===== config.mk =====
export PLATFORM = sky130hd
export DESIGN_NAME = muldiv_seq
export DESIGN_NICKNAME = d
export VERILOG_FILES = /design/src/rtl/muldiv_seq.sv
export SDC_FILE = /design/constraint.sdc
export NUM_CORES = 1
export LEC_CHECK = 0
export CAP_MARGIN = 20
export CORE_MARGIN = 4
export CORE_UTILIZATION = 40
export CTS_BUF_LIST = sky130_fd_sc_hd__clkbuf_8 sky130_fd_sc_hd__clkbuf_16
export DETAILED_ROUTE_END_ITERATION = 16
export GPL_ROUTABILITY_DRIVEN = 1
export GPL_TIMING_DRIVEN = 0
export SETUP_SLACK_MARGIN = 0.4
export SLEW_MARGIN = 20
export SYNTH_ARGS = -nofsm -noshare
export SYNTH_HDL_FRONTEND = slang
export SYNTH_SLANG_ARGS = --single-unit

===== constraint.sdc =====
create_clock -name clk_87 -period 3.4 [get_ports clk_87]
set_clock_uncertainty 0.2 [all_clocks]
set_input_delay 0.34 -clock clk_87 [delete_from_list [all_inputs] [get_ports clk_87]]
set_output_delay 0.34 -clock clk_87 [all_outputs]
set_load 0.01 [all_outputs]

===== src/rtl/muldiv_seq.sv =====
// ---------------------------------------------------------------------------
// muldiv_seq
//   Iterative multiply/divide sequencer for MIPS MULT/MULTU/DIV/DIVU with the
//   architectural HI/LO registers. One shift-add (multiply) or restoring
//   shift-subtract (divide) step is done per clock. A full operation takes
//   DATA_WIDTH+1 edges after the accept edge. The EX stage stalls while
//   busy_87 is high and reads HI/LO directly for MFHI/MFLO.
//
// Ports
//   clk_87      in   clock, all state updates on the rising edge
//   rst_87      in   synchronous active-high reset, overrides everything
//   start_87    in   operation request (see handshake note below)
//   op_87       in   00 MULT, 01 MULTU, 10 DIV, 11 DIVU
//   arg_a_87    in   multiplicand / dividend
//   arg_b_87    in   multiplier / divisor
//   flush_87    in   abort the operation in flight, HI/LO untouched
//   hi_we_87    in   MTHI strobe, honoured only while not busy
//   lo_we_87    in   MTLO strobe, honoured only while not busy
//   wdata_87    in   MTHI/MTLO data
//   busy_87     out  operation in flight (CALC or FIX)
//   done_87     out  one-cycle pulse, HI/LO hold the new result
//   dbz_87      out  divide-by-zero flag, only meaningful with done_87
//   hi_87       out  HI register (product upper half / remainder)
//   lo_87       out  LO register (product lower half / quotient)
//
// Handshake: start_87 acts as "valid" and !busy_87 as "ready". A request is
// accepted on a rising edge where start_87=1 and busy_87=0. op_87/arg_a_87/arg_b_87
// are sampled on that edge only. Requests made while busy are dropped, not
// queued. A new request may be accepted in the same cycle done_87 is high.
// ---------------------------------------------------------------------------
module muldiv_seq #(
  parameter int DATA_WIDTH = 32
) (
  input  logic                  clk_87,
  input  logic                  rst_87,
  input  logic                  start_87,
  input  logic [1:0]            op_87,
  input  logic [DATA_WIDTH-1:0] arg_a_87,
  input  logic [DATA_WIDTH-1:0] arg_b_87,
  input  logic                  flush_87,
  input  logic                  hi_we_87,
  input  logic                  lo_we_87,
  input  logic [DATA_WIDTH-1:0] wdata_87,
  output logic                  busy_87,
  output logic                  done_87,
  output logic                  dbz_87,
  output logic [DATA_WIDTH-1:0] hi_87,
  output logic [DATA_WIDTH-1:0] lo_87
);

  localparam int DW = DATA_WIDTH;
  localparam int CW = (DW > 1) ? $clog2(DW) : 1;

  localparam logic [CW-1:0]   CNT_ONE  = CW'(1);
  localparam logic [CW-1:0]   CNT_LAST = CW'(DW - 1);
  localparam logic [DW-1:0]   ONE_DW   = DW'(1);
  localparam logic [2*DW-1:0] ONE_2DW  = (2*DW)'(1);

  typedef enum logic [1:0] {
    S_IDLE = 2'd0,
    S_CALC = 2'd1,
    S_FIX  = 2'd2,
    S_DONE = 2'd3
  } state_t;

  // The FSM state is kept in one named register so that checkers can bind to it.
  state_t          state;
  logic [CW-1:0]   cnt;
  logic            is_div;     // latched op_87[1]
  logic            neg_q;      // negate product/quotient at FIX
  logic            neg_r;      // negate remainder at FIX (sign of dividend)
  logic            div_zero;   // DIV/DIVU with zero divisor
  logic [DW-1:0]   a_orig;     // raw dividend, returned in HI on divide by zero
  logic [DW-1:0]   step_op;    // |a| added per step (mult) or |b| subtracted (div)
  // Accumulator layout:
  //   mult: [2DW:DW] running partial sum with carry, [DW-1:0] remaining multiplier bits
  //   div : [2DW:DW] partial remainder with a guard bit, [DW-1:0] dividend/quotient bits
  logic [2*DW:0]   acc;

  // ---------------------------------------------------------------------
  // Operand conditioning at accept
  // ---------------------------------------------------------------------
  logic            acc_sgn;
  logic            sign_a;
  logic            sign_b;
  logic [DW-1:0]   mag_a;
  logic [DW-1:0]   mag_b;
  logic            can_accept;

  always_comb begin
    acc_sgn    = ~op_87[0];
    sign_a     = acc_sgn & arg_a_87[DW-1];
    sign_b     = acc_sgn & arg_b_87[DW-1];
    mag_a      = sign_a ? (~arg_a_87 + ONE_DW) : arg_a_87;
    mag_b      = sign_b ? (~arg_b_87 + ONE_DW) : arg_b_87;
    can_accept = (state == S_IDLE) || (state == S_DONE);
  end

  // ---------------------------------------------------------------------
  // One iteration step
  // ---------------------------------------------------------------------
  logic [DW:0]     mul_sum;
  logic [2*DW:0]   mul_next;
  logic [2*DW:0]   div_shift;
  logic [DW:0]     div_trial;
  logic            div_ge;
  logic [2*DW:0]   div_next;
  logic [2*DW:0]   acc_next;

  always_comb begin
    // Multiply: add |a| when the current multiplier LSB is set, then shift right.
    // acc[2DW] is always 0 before the add, so the DW+1 bit sum cannot overflow.
    mul_sum   = acc[2*DW:DW] + {1'b0, (acc[0] ? step_op : {DW{1'b0}})};
    mul_next  = {1'b0, mul_sum, acc[DW-1:1]};

    // Restoring divide: shift left, trial-subtract |b| from the partial remainder.
    // The shifted remainder can reach 2|b|-1, hence the extra guard bit.
    div_shift = {acc[2*DW-1:0], 1'b0};
    div_ge    = (div_shift[2*DW:DW] >= {1'b0, step_op});
    div_trial = div_shift[2*DW:DW] - {1'b0, step_op};
    div_next  = div_ge ? {div_trial, div_shift[DW-1:1], 1'b1} : div_shift;

    acc_next  = is_div ? div_next : mul_next;
  end

  // ---------------------------------------------------------------------
  // Sign correction / result selection for the FIX state
  // ---------------------------------------------------------------------
  logic [2*DW-1:0] prod_fix;
  logic [DW-1:0]   quot_fix;
  logic [DW-1:0]   rem_fix;
  logic [DW-1:0]   fix_hi;
  logic [DW-1:0]   fix_lo;

  always_comb begin
    prod_fix = neg_q ? (~acc[2*DW-1:0] + ONE_2DW) : acc[2*DW-1:0];
    quot_fix = neg_q ? (~acc[DW-1:0] + ONE_DW) : acc[DW-1:0];
    rem_fix  = neg_r ? (~acc[2*DW-1:DW] + ONE_DW) : acc[2*DW-1:DW];
    fix_hi   = prod_fix[2*DW-1:DW];
    fix_lo   = prod_fix[DW-1:0];
    if (div_zero) begin
      // Divide by zero: the iteration result is meaningless and the sign fix is skipped.
      fix_hi = a_orig;
      fix_lo = {DW{1'b1}};
    end else if (is_div) begin
      fix_hi = rem_fix;
      fix_lo = quot_fix;
    end
  end

  // ---------------------------------------------------------------------
  // FSM and architectural registers
  // ---------------------------------------------------------------------
  always_ff @(posedge clk_87) begin
    if (rst_87) begin
      state    <= S_IDLE;
      cnt      <= '0;
      is_div   <= 1'b0;
      neg_q    <= 1'b0;
      neg_r    <= 1'b0;
      div_zero <= 1'b0;
      a_orig   <= '0;
      step_op  <= '0;
      acc      <= '0;
      busy_87  <= 1'b0;
      done_87  <= 1'b0;
      dbz_87   <= 1'b0;
      hi_87    <= '0;
      lo_87    <= '0;
    end else begin
      done_87 <= 1'b0;
      dbz_87  <= 1'b0;

      // MTHI/MTLO only while idle. If a start is accepted on the same edge the
      // write still lands; the completion write replaces it later.
      if (can_accept && hi_we_87) hi_87 <= wdata_87;
      if (can_accept && lo_we_87) lo_87 <= wdata_87;

      case (state)
        S_IDLE, S_DONE: begin
          if (start_87) begin
            state    <= S_CALC;
            busy_87  <= 1'b1;
            cnt      <= '0;
            is_div   <= op_87[1];
            neg_q    <= sign_a ^ sign_b;
            neg_r    <= sign_a;
            div_zero <= op_87[1] && (arg_b_87 == '0);
            a_orig   <= arg_a_87;
            step_op  <= op_87[1] ? mag_b : mag_a;
            acc      <= op_87[1] ? {{(DW+1){1'b0}}, mag_a} : {{(DW+1){1'b0}}, mag_b};
          end else begin
            state <= S_IDLE;
          end
        end

        S_CALC: begin
          if (flush_87) begin
            state   <= S_IDLE;
            busy_87 <= 1'b0;
          end else begin
            acc <= acc_next;
            cnt <= cnt + CNT_ONE;
            if (cnt == CNT_LAST) state <= S_FIX;
          end
        end

        S_FIX: begin
          if (flush_87) begin
            state   <= S_IDLE;
            busy_87 <= 1'b0;
          end else begin
            state   <= S_DONE;
            busy_87 <= 1'b0;
            done_87 <= 1'b1;
            dbz_87  <= div_zero;
            hi_87   <= fix_hi;
            lo_87   <= fix_lo;
          end
        end

        default: begin
          state   <= S_IDLE;
          busy_87 <= 1'b0;
        end
      endcase
    end
  end

endmodule

; Word-level counts from Yosys, hierarchy flattened
; Index checks and enable logic that the tools add are counted.
[totals]
register_bits = 207
inputBits = 104
out_inout_bits = 67
elab_cells = 89
[classes]
n_addsub = 8
order_cmp = 1
eq_ne = 8
mux = 35
n_bitwise = 10
n_reduce_logical = 13
[op_table]
columns = cell, count
row1 = $mux 32, 17
row2 = $mux 65, 4
row3 = $pmux 65 s2, 1
row4 = $add 32x1->32 const B, 4
row5 = $not 32->32, 4
row6 = $add 64x1->64 const B, 1
row7 = $mux 64, 1
row8 = $not 64->64, 1
row9 = $add 33x32->33, 1
row10 = $ge 33x32->1, 1
row11 = $sub 33x32->33, 1
row12 = $logic_not 32->1, 1
row13 = $mux 5, 2
row14 = $pmux 5 s2, 1
row15 = $mux 2, 3
row16 = $ne 2x2->1 const B, 3
row17 = $pmux 2 s3, 1
row18 = $add 5x1->5 const B, 1
row19 = $eq 5x5->1 const B, 1
row20 = $eq 2x2->1 const B, 2
row21 = $mux 1, 4
row22 = $reduce_and 2->1, 2
row23 = $reduce_or 2->1, 2
row24 = $logic_and 1x1->1, 3
row25 = 11 further kinds, 13

; Depth between registers and ports, before layout
; Gate-level depths: netlist of the first run.
[depth]
ltp_word = 7
ltp_mapped = 14
depth_no_buf = 13

; Least setup slack after synthesis of the first run
; OpenSTA, ideal clock, no wires.
[synth_timing]
path_kind = reg2reg
from = register acc[0]
to = register acc[57]
setup_time_ns = 0.131
arrival_ns = 2.968
setup_slack_ns = 0.101
stages_incl_launch_ff = 14
path_buffers = 1
period_less_slack_ns = 3.299
cell_sequence = dfxtp_1 -> inv_1 -> clkbuf_1 -> nor2_1 -> ha_1 -> a21o_1 -> or3_1 -> o21a_1 -> o31a_1 -> a21o_1 -> o41a_1 -> a21oi_1 -> xor2_1 -> o21ai_0
[synth_between]
elab_chain_cells = 5
[synth_rtl]
columns = element, line_no
row1 = from (decl), 78  ; logic [2*DW:0] acc;
row2 = from (signal assigned), 191  ; acc <= op_87[1] ? {{(DW+1){1'b0}}, mag_a} : {{(DW+1){1'b0}}, mag_b};
row3 = from (signal assigned), 202  ; acc <= acc_next;
row4 = $mux 32, 113  ; mul_sum = acc[2*DW:DW] + {1'b0, (acc[0] ? step_op : {DW{1'b0}})};
row5 = $add 33x32->33, 113
row6 = $mux 65, 123  ; acc_next = is_div ? div_next : mul_next;
row7 = $mux 65, 198  ; if (flush_87) begin
row8 = $pmux 65 s2, 179  ; case (state)
; Every way passes these cells. The select of a mux whose other input is x is not followed.
; A chain may end at the register's enable or synchronous reset.

; Worst setup path in the final report of the first run
[layout_timing]
from = register acc[0]
to = register acc[43]
; Same word-level chain as after synthesis.

==> metrics.txt, run 1 <==
run status finished, violations left; violated checks setup timing; Synth Cell Area between 0.015 and 0.02 mm²; GR Overflow Total 0; hold slack approximately 0.086 ns; core footprint between 0.03 and 0.04 mm²; static leakage roughly 8.4 nW; die width around 210 µm; area delta synth->final 39.1%; RePlAce Congestion roughly 0.98; setup_tns -0.0676 ns; Worst Path Max Fanout 7; worst hold start arg_a_87[18]; DRC Markers 0; Max Root-Sink Buffers 3; Peak VDD IR ~0.00037 V; actual slew at the worst max-slew pin 0.858 ns; post-synthesis adder-cell area fraction around 6%; mux contribution to synthesized area 5.58%; Synth Net Count about 2300; Placed Cells incl. Taps approximately 2900; Yosys cell types 77; Worst EP arrival approximately 3.7 ns; clk root buf clkbuf_16; register area share after synthesis between 20% and 30%; Reg clk slew, reported paths around 0.06 ns; post-detail-place hpwl about 61000 µm; cell count after synthesis 2163; Post-Synth XOR/XNOR Area 9.80%; Post-synth EDFFs 0; most frequent cells in the layout nand2_1, a21oi_1, nor2_1; fraction of registers with async set/reset 0%; die area approximately 0.043 mm²; number of DRC violations after detailed-routing iteration 0 1991; final instance area approximately 0.022 mm²; Setup crit end kind flop; Max Cap Viol 0; Port Buffers ~170; RSZ-0062 raised after global routing true; Hold Buf Count CTS 0; reg2reg start acc[0]; post-layout util between 50% and 60%; Final ANT Viol Nets 0; crit path time final roughly 3.5 ns; Crit. Startpoint acc[0]; Reg2Reg Depth 15; row count 72; drt pass-1 iters 8; Initial Util between 40 and 50%; top-level port count 171; required time of the critical path around 3.7 ns; hold path endpoint a_orig[18]; crit start category flop; initial antenna violation count 1; clock insertion delay at the later pin of the skew report 0.57 ns; dominant synthesized flop cell dfxtp_1; Post-Syn Area per Cell 7.39 µm²; Place WS -0.905 ns; Yosys warning count 0; reg2reg end acc[43]; Hold/Removal Path Class primary input to flop; Sink Count between 200 and 250; placed cell area about 0.018 mm²; Crit Path Category flop to flop; largest cells by area after synthesis dfxtp_1, a21oi_1, nand2_1; CTS tree done; Synth Area in Compound Gates a little over a quarter; CTS H-tree depth 1; Non-Filler Instances between 3000 and 4000; via count ~19000; DR WL/cell 26.3 µm; final worst setup slack -0.0649 ns; commonest non-fill, non-tap cell in the layout nand2_1; Slew Viols, Final 0; nets ~2600; Hold Path Stages 3; period utilization 102%; power consumption about 8.0 mW; first-pass GRT wire length about 110000 µm; number of synthesized register bits around 210; Routed WL roughly 79000 µm; largest net degree at the start of global routing 14; largest family of logic cells by synthesized area compound AO/OA/AOI/OAI gates; via/cell ratio between 6 and 7; Fin. Hold Viols 0; Max Clk Rate around 0.29 GHz; Synth top area share about 26%; GRT Resource Usage Total 33.8%; max_slew headroom between 40% and 50%; setup violators final 2; P per Cell Area 362 mW/mm²; post-synthesis simple-gate area fraction 20.2%; R2R Setup Slk -0.06 ns; vias in the first global route between 15000 and 20000; Die Y 208 µm; layout cells sized above 1 22.6%; post-synth top area cell dfxtp_1; Num CTS Buffers 26
power by group:
| part | internal [mW] | switching [mW] | total, mW | leakage, nW |
|---|---|---|---|---|
| clock network | 1.57 | 1.21 | 2.78 | 0.425 |
| logic | 1.02 | 1.50 | 2.52 | 6.29 |
| registers | 2.57 | 0.168 | 2.74 | 1.72 |
| total | 5.17 | 2.88 | 8.05 | 8.44 |
critical path, cell delays in order, from the launching register on:
cell and delay, ns:
dfxtp_4 0.42, inv_8 0.06, clkbuf_16 0.16, nor2_4 0.09, ha_4 0.21, a21o_1 0.18, or3_1 0.32, o21a_1 0.23
buf_4 0.15, buf_6 0.11, or2_4 0.24, a21o_1 0.18, a21oi_2 0.17, xor2_1 0.27, nor2_1 0.06, a221o_1 0.27
what timing repair did:
action,CTS,global route
pin swaps,102,109
setup buffers,64,43
cloned,1,0
resized for setup,317,269
setup endpoints to repair,178,91
routing by layer:
| layer | routed length, µm | track usage [%] | vias up |
|---|---|---|---|
| met5 | 17 | 0 | - |
| met4 | 2930 | 10.1 | 2 |
| met1 | 34900 | 49.1 | 8953 |
| met3 | 8230 | 8.31 | 162 |
| met2 | 32900 | 49.4 | 1079 |
| li1 | - | - | 8437 |
sequential cells by signal (all words and copies together), names as in the netlist, 2 cells and up:
signal and count:
cnt 5, state 2, a_orig 32, lo_87 32
step_op 32, hi_87 32, acc 65
how the worst max path moves through the flow:
| stage | cells after the start | endpoint | slack, ns |
|---|---|---|---|
| finish | 15 | acc[43] | -0.06 |
| global route | 15 | acc[43] | -0.08 |
| CTS | 9 | hi_87[30] | -0.006 |
| detailed placement | 11 | acc[55] | -0.90 |
| global placement | 10 | step_op[31] | -0.90 |
| floorplan | 9 | hi_87[30] | 0.26 |
synth_stat cells (all sizes together), types with 59 or more instances:
library cell,number
nor3,59
xor2,93
inv,73
nor2,200
ha,72
o21ai,176
xnor2,86
mux2i,61
a21oi,225
dfxtp,207
nand2,265
clkbuf,124
cell type report:
| class | count | area, µm² |
|---|---|---|
| clock buffers | 29 | 703 |
| inverters | 73 | 287 |
| fillers | 3666 | 16800 |
| multi-input cells | 1743 | 12800 |
| repair buffers | 277 | 2620 |
| flip-flops and latches | 207 | 4250 |
| plain buffers | 140 | 771 |
| clock inverters | 17 | 136 |
| well taps | 518 | 648 |
| diodes | 2 | 5.00 |
cell families (layout without fill, tap and decap cells):
kind of cell               after synthesis  in the layout
muxes                                   86             86
other                                    0              2
and+or+nand+nor                        709            709
AOI/OAI and AO/OA                      695            695
DFF                                    207            207
xor gates and xnor gates               179            179
adders and majority gates               74             74
buffers and inverters                  213            536
(Power assumes the default switching activity.)
==> run 2: changes to the inputs <==
- CORE_UTILIZATION: 40 -> 50
- PLACE_DENSITY: not set -> 0.75
==> run 2 against run 1 <==
Compared with the run above: the run now ends clean; sequential power hardly changed; global-route usage up 5.4 points; combinational power down 6%; largest cell class unchanged.
==> metrics.txt, run 2 (synthesis results as in run 1) <==
row count 65 (-9.7%); GRT Resource Usage Total 39.1% (+5.4 points); nets 2630 (-0.60%); FF+latch area 0.00423 mm² (-0.59%); P per Cell Area 363 mW/mm² (+0.26%); Sw Share 34.6% (-1.1 points); via/cell ratio 6.55 (+5.7%); required time of the critical path 3.60 ns (-0.06 ns); Final ANT Viol Nets 0 (unchanged); Clk pwr share 34.8% (+0.2 points); hold slack 0.0661 ns (-0.0196 ns); fill cell count 2588 (-29%); Num CTS Buffers 24 (-7.7%); Sink Count 207 (unchanged); CTS H-tree depth 1 (unchanged); Logic pwr share 30.1% (-1.2 points); area delta synth->final 34.8%; final worst setup slack 0.0476 ns (+0.113 ns); DR WL/cell 25.8 µm (-2.0%); Hold Path Stages 3 (unchanged); Hold Buf Count CTS 0 (unchanged); clk root buf clkbuf_16; Worst Path Max Fanout 5 (-2); Slew Viols, Final 0 (unchanged); die width 187 µm (-10%); hold path endpoint a_orig[6]; switching power 2.71 mW (-5.9%); Die Y 187 µm (-10%); Multi-input gate area 0.0125 mm² (-2.3%); actual slew at the worst max-slew pin 0.868 ns (+0.00980 ns); reg2reg start acc[0]; most frequent cells in the layout nand2_1, a21oi_1, nor2_1; largest net degree at the start of global routing 14 (unchanged); top-level port count 171 (unchanged); sequential power share 35.1% (+1.0 points); die area 0.0349 mm² (-19%); Reg2Reg Depth 13 (-2); period utilization 98.6% (-3.3 points); Reg clk slew, reported paths 0.07 ns (about the same); Worst EP arrival 3.55 ns (-0.17 ns); number of DRC violations after detailed-routing iteration 0 2350 (+18%); clock insertion delay at the later pin of the skew report 0.54 ns (-0.03 ns); Max Cap Viol 0 (unchanged); Routed WL 74000 µm (-6.3%); Max Clk Rate 0.298 GHz (+3.4%); setup violators final 0 (-2); vias in the first global route 17100 (-0.17%); Internal 5.11 mW (-1.1%); post-detail-place hpwl 56300 µm (-7.8%); static leakage 8.27 nW (-2.1%); Top reg by flops acc; RePlAce Congestion 1.01 (+4.0%); RSZ-0062 raised after global routing true; via count 18800 (+1.0%); reg2reg end acc[57]; layout cells sized above 1 19.5% (-3.2 points); crit path time final 3.35 ns (-0.113 ns); Crit Path Category flop to flop; Fin. Hold Viols 0 (unchanged); commonest non-fill, non-tap cell in the layout nand2_1; initial antenna violation count 1 (unchanged); CTS tree done; Hold/Removal Path Class primary input to flop; core footprint 0.0316 mm² (-19%); Setup crit end kind flop; Initial Util 50.7% (+9.8 points); run status finished clean; crit start category flop; max FFs per register 65 (unchanged); GR Overflow Total 0 (unchanged); Place WS -0.894 ns (+0.0108 ns); max_slew headroom 42.1% (-0.65 points); Port Buffers 169 (unchanged); worst hold start arg_a_87[6]; first-pass GRT wire length 107000 µm (-5.1%); R2R Setup Slk 0.05 ns (+0.11 ns); Peak VDD IR 0.000323 V (-12%); drt pass-1 iters 5 (-3); Max Root-Sink Buffers 3 (unchanged); DRC Markers 0 (unchanged)
-- run 2: cell types whose count changed in the layout (fill, tap and decap cells not counted), moves of 10 or more --
cell	delta
ha_4	-11
a21oi_1	+11
buf_4	-10
inv_2	-17
dfxtp_1	+12
inv_1	+17
-- run 2: cell type report --
class	instances	area share [%]
antenna	1	0.0116
clock inverter	16	0.807
clock buffer	27	2.98
buffer	140	3.28
inverter	73	1.31
sequential	207	19.6
multi-input combinational	1743	58.2
tap	402	2.33
timing repair buffer	263	11.5
-- run 2: power by group through the flow --
stage | Combinational [mW] | Sequential (mW) | Clock (mW)
floorplan | 1.18 | 2.75 | 0
global route | 2.49 | 2.75 | 2.80
finish | 2.36 | 2.75 | 2.72
detailed placement | 1.94 | 2.79 | 0
CTS | 2.15 | 2.74 | 2.69
global placement | 1.92 | 2.79 | 0
-- run 2: worst max path at each step --
stage	to	start	depth (start not counted)
detailed placement	acc[55]	acc[38]	11
global route	acc[57]	acc[0]	13
floorplan	hi_87[30]	acc[51]	9
CTS	hi_87[30]	acc[51]	9
finish	acc[57]	acc[0]	13
global placement	acc[55]	acc[38]	11
-- run 2: metal layers --
| layer | share of wire [%] | track usage, % | vias up |
|---|---|---|---|
| li1 | - | - | 8386 |
| met1 | 41 | 56.1 | 8905 |
| met2 | 42 | 58.4 | 1313 |
| met3 | 12 | 8.29 | 220 |
| met4 | 4.8 | 13.7 | 0 |
| met5 | 0 | 0 | - |
-- run 2: what timing repair did --
item | 4_1_cts | 5_1_grt
setup endpoints to repair | 164 | 86
pin swaps | 78 | 90
setup buffers | 50 | 44
gates resized for setup | 256 | 209
cloned | 0 | 0
hold endpoints to repair | 0 | 0
-- run 2: critical path, stage by stage, from the launching register on --
cell and delay, ns:
dfxtp_4 0.39, inv_6 0.05, clkbuf_16 0.16, nor2_4 0.11
ha_4 0.22, a21o_1 0.19, or3_4 0.33, o21a_4 0.22
o31a_1 0.33, a21o_4 0.27, o41a_1 0.35, a21oi_2 0.15
xor2_1 0.15, o21ai_0 0.08
-- run 2: stage by stage --
| step | setup TNS, ns | power (mW) | instance area (µm²) | util, % | cells |
|---|---|---|---|---|---|
| 3_3_place_gp | -44.24 | 4.71 | 18200 | 57.8 | 2734 |
| 3_5_place_dp | -45.34 | 4.73 | 18200 | 57.8 | 2734 |
| 4_1_cts | 0 | 7.57 | 20500 | 65.0 | 2827 |
| 6_report | 0 | 7.82 | 21600 | 68.3 | 2872 |
| 5_1_grt | -0.00328 | 8.04 | 21600 | 68.3 | 2871 |
| 2_1_floorplan | 0 | 3.93 | 16000 | - | 2163 |
